==> config.mk <==
export PLATFORM = sky130hd
export DESIGN_NAME = prbs_sat_counter
export DESIGN_NICKNAME = d
export VERILOG_FILES = /design/src/rtl/prbs31_checker_sat_counter.sv
export SDC_FILE = /design/constraint.sdc
export NUM_CORES = 1
export LEC_CHECK = 0
export CORE_MARGIN = 2
export CORE_UTILIZATION = 53
export DETAILED_ROUTE_END_ITERATION = 12
export PLACE_DENSITY = 0.83
export SETUP_SLACK_MARGIN = 0.4
export SLEW_MARGIN = 40
export SYNTH_ARGS = -nofsm -noshare
export SYNTH_HDL_FRONTEND = slang
export SYNTH_SLANG_ARGS = --single-unit
==> constraint.sdc <==
create_clock -name clk -period 4.3 [get_ports clk]
set_input_delay 1.075 -clock clk [delete_from_list [all_inputs] [get_ports clk]]
set_output_delay 1.075 -clock clk [all_outputs]
set_load 0.05 [all_outputs]
==> src/rtl/prbs31_checker_sat_counter.sv <==
// Saturating up-counter with synchronous clear; clear beats a simultaneous increment.
module prbs_sat_counter #(
  parameter int WIDTH = 16
) (
  input  logic             clk,
  input  logic             rst_n,
  input  logic             inc,
  input  logic             clr,
  output logic [WIDTH-1:0] count
);

  localparam logic [WIDTH-1:0] ONE = WIDTH'(1);

  logic [WIDTH-1:0] count_q, count_d;

  always_comb begin
    count_d = count_q;
    if (clr) begin
      count_d = '0;
    end else if (inc && (count_q != '1)) begin
      count_d = count_q + ONE;
    end
  end

  always_ff @(posedge clk or posedge rst_n) begin
    if (rst_n) begin
      count_q <= '0;
    end else begin
      count_q <= count_d;
    end
  end

  assign count = count_q;

endmodule

==> flow_metrics.tcl <==
set metrics [dict create \
    yosys.area_share.simple_pct 32.62 \
    drc_errors 0 \
    hold_class "reg2reg" \
    clk_pin_slew_ns 0.09 \
    synth_compound_area_share_pct 15.70 \
    die_h_microns 45.94 \
    drive_above_1_share_pct 8.333 \
    nNetsFinal 126 \
    gp_congestion 0.8139 \
    crit_arrival_ns 3.01 \
    peakVddDrop_mv 0.2035 \
    cts_tree "done" \
    start_kind "input pin" \
    ios 20 \
    cts_max_level 1 \
    clk_latency_ns 0.30 \
    grt_first_pass_wirelength_microns 3684 \
    synth_area_sq_um 932.1 \
    area_growth_pct 23.89 \
    antenna_found_initial 0 \
    crit_path_top_delay_cell "clkdlybuf4s50_1" \
    antennaDiodeCount 0 \
    grt.total_usage_pct 24.47 \
    port_buffers 19 \
    die_w_microns 45.94 \
    synth_seq_cells 16 \
    vias 905 \
    tns_ns 0 \
    synth_fa_ha_area_share_pct 1.342 \
    vias_per_cell 6.606 \
    fin_hold_ws_ns 0.5946 \
    maxCapViolations 0 \
    cts_root_buf "clkbuf_4" \
    firstDrtPassIters 4 \
    rsz0062_at_grt "false" \
    netlist_instances 101 \
    outcome "completed" \
    postCtsSetupBuffers 0 \
    dieArea_sq_um 2110 \
    synth_warnings 0 \
    p_leak_nw 0.4123 \
    largest_reg_flops 16 \
    seq_area_sq_um 400.4 \
    route.antenna.remaining_nets 0 \
    cts_buffers 3 \
    clkSinkCount 16 \
    grt_max_degree 20 \
    post_synth.cell_area_avg_sq_um 9.229 \
    hpwl_microns 1529 \
    cp-end-kind "flip-flop" \
    start_util_pct 55.19 \
    cp.required_ns 4.51 \
    rows 15 \
    period_share_pct 65.07 \
    place_ws_ns 1.230 \
    wl_per_cell_microns 15.77 \
    crit_chain "clkdlybuf4s50_1 -> nand3_1 -> or4_4 -> or4_1 -> a21oi_1" \
    synth_xor_area_share_pct 0 \
    cpPeakStageDelay_ns 0.61 \
    fin_ws_ns 1.502 \
    drt_iter0_markers 34 \
    cp_max_fo 8 \
    synth.yosys.seq_area_share_pct 42.95 \
    cts_buffer_depth 2 \
    postCtsResizedCells 0 \
    tightest_slew_ns 0.6685 \
    synth_top_family_by_area "simple AND/OR/NAND/NOR gates" \
    n_fill_cell 140 \
    crit_type "in2reg" \
    setup_viol 0 \
    finClkSkew_ns 0.005885 \
    core_sq_um 1689 \
    power_density_nw_per_um2 245.0 \
    multi_input_area_sq_um 495.5 \
    synth_cell_types 29 \
    slew_violations 0 \
    first_global_vias 808 \
    synthesis.nets 106 \
    slew_headroom_pct 55.02 \
    hold_buffers 0 \
    globalRoute.totalOverflow 0 \
    max_freq_ghz 0.3574 \
    synth_mux_area_share_pct 3.490 \
    fin_crit_ns 2.798 \
    wl_microns 2160 \
    finalHoldViolCount 0 \
]
-- path summary, 6_finish.rpt --
check	start	end	slack, ns	cells past startpoint
setup / recovery	inc	count[13]$_DFFE_PP0P_	1.50	5
hold / removal	count[14]$_DFFE_PP0P_	count[14]$_DFFE_PP0P_	0.59	2
setup reg to reg	count[0]$_DFFE_PP0P_	count[0]$_DFFE_PP0P_	2.28	5
hold reg to reg	count[14]$_DFFE_PP0P_	count[14]$_DFFE_PP0P_	0.59	2
max in group asynchronous	rst_n	count[5]$_DFFE_PP0P_	2.76	2
min in group asynchronous	rst_n	count[0]$_DFFE_PP0P_	1.14	2
-- per-layer routing --
layer | global-route usage [%] | wire length, microns
met5 | 0 | 0
met1 | 33.17 | 922
met3 | 3.968 | 128
met4 | 12.00 | 40
met2 | 37.50 | 1069
-- layout by cell type (no fill, tap or decap) --
master	instances
clkdlybuf4s50_1	19
dfrtp_1	16
a21oi_1	12
nand3_1	7
nand2_1	6
or4_1	6
or3_1	6
o21ai_0	5
o31ai_1	5
nand4_1	4
nor3_1	4
inv_1	3
nor2_1	3
nor2b_1	3
nor4_1	3
clkbuf_4	3
o41ai_1	2
mux2_2	2
nand2b_1	2
nand4_4	1
and4_1	1
or4_4	1
or3_2	1
mux2i_1	1
a31oi_1	1
or4_2	1
ha_1	1
clkbuf_8	1
-- kinds of logic (layout without fill, tap and decap cells) --
kind of cell               Yosys count  in the layout
and+or+nand+nor                     49             49
AOI/OAI and AO/OA                   25             25
DFF                                 16             16
buffers and inverters                7             26
muxes                                3              3
adders and majority gates            1              1
-- report_power, final --
group / total, mW / switching [mW] / internal, mW / leakage [nW]
registers: 0.155 / 0.00257 / 0.152 / 0.222
logic: 0.0261 / 0.0171 / 0.00900 / 0.169
clock network: 0.102 / 0.0505 / 0.0517 / 0.0210
-- synthesized netlist by cell type --
cell | instances | area, sq um
dfrtp_1 | 16 | 400.4
a21oi_1 | 12 | 60.06
nand3_1 | 7 | 35.03
nand2_1 | 6 | 22.52
or3_1 | 6 | 37.54
or4_1 | 6 | 45.04
o21ai_0 | 5 | 25.02
o31ai_1 | 5 | 37.54
nand4_1 | 4 | 25.02
nor3_1 | 4 | 20.02
inv_1 | 3 | 11.26
nor2_1 | 3 | 11.26
nor2b_1 | 3 | 18.77
nor4_1 | 3 | 18.77
mux2_2 | 2 | 22.52
nand2b_1 | 2 | 12.51
o41ai_1 | 2 | 17.52
a31oi_1 | 1 | 6.260
and4_1 | 1 | 8.760
buf_4 | 1 | 7.510
clkbuf_1 | 1 | 3.750
clkbuf_2 | 1 | 5.000
dlygate4sd1_1 | 1 | 8.760
ha_1 | 1 | 12.51
mux2i_1 | 1 | 10.01
nand4_4 | 1 | 21.27
or3_2 | 1 | 7.510
or4_2 | 1 | 8.760
or4_4 | 1 | 11.26
-- layout make-up --
class	instances	area share, %
Multi-Input combinational cell	78	42.90
Sequential cell	16	34.67
Timing Repair Buffer	19	16.47
Clock buffer	4	3.142
Tap cell	17	1.842
Inverter	3	0.9751
-- per-stage QoR --
stage	instances	cell area [sq um]	util (%)	power, mW
floorplan	101	932.1	-	0.1757
global placement	133	1119	66.22	0.1834
detailed placement	133	1119	66.22	0.1838
CTS	137	1155	68.37	0.2843
global route	137	1155	68.37	0.2968
finish	137	1155	68.37	0.2830
-- worst max-delay path, delay by kind of cell --
family          cells  cell delay, ns
compound gates      1            0.16
simple gates        3            1.16
buf+inv             1            0.61
Note: power is estimated with default switching activity, not from simulation.
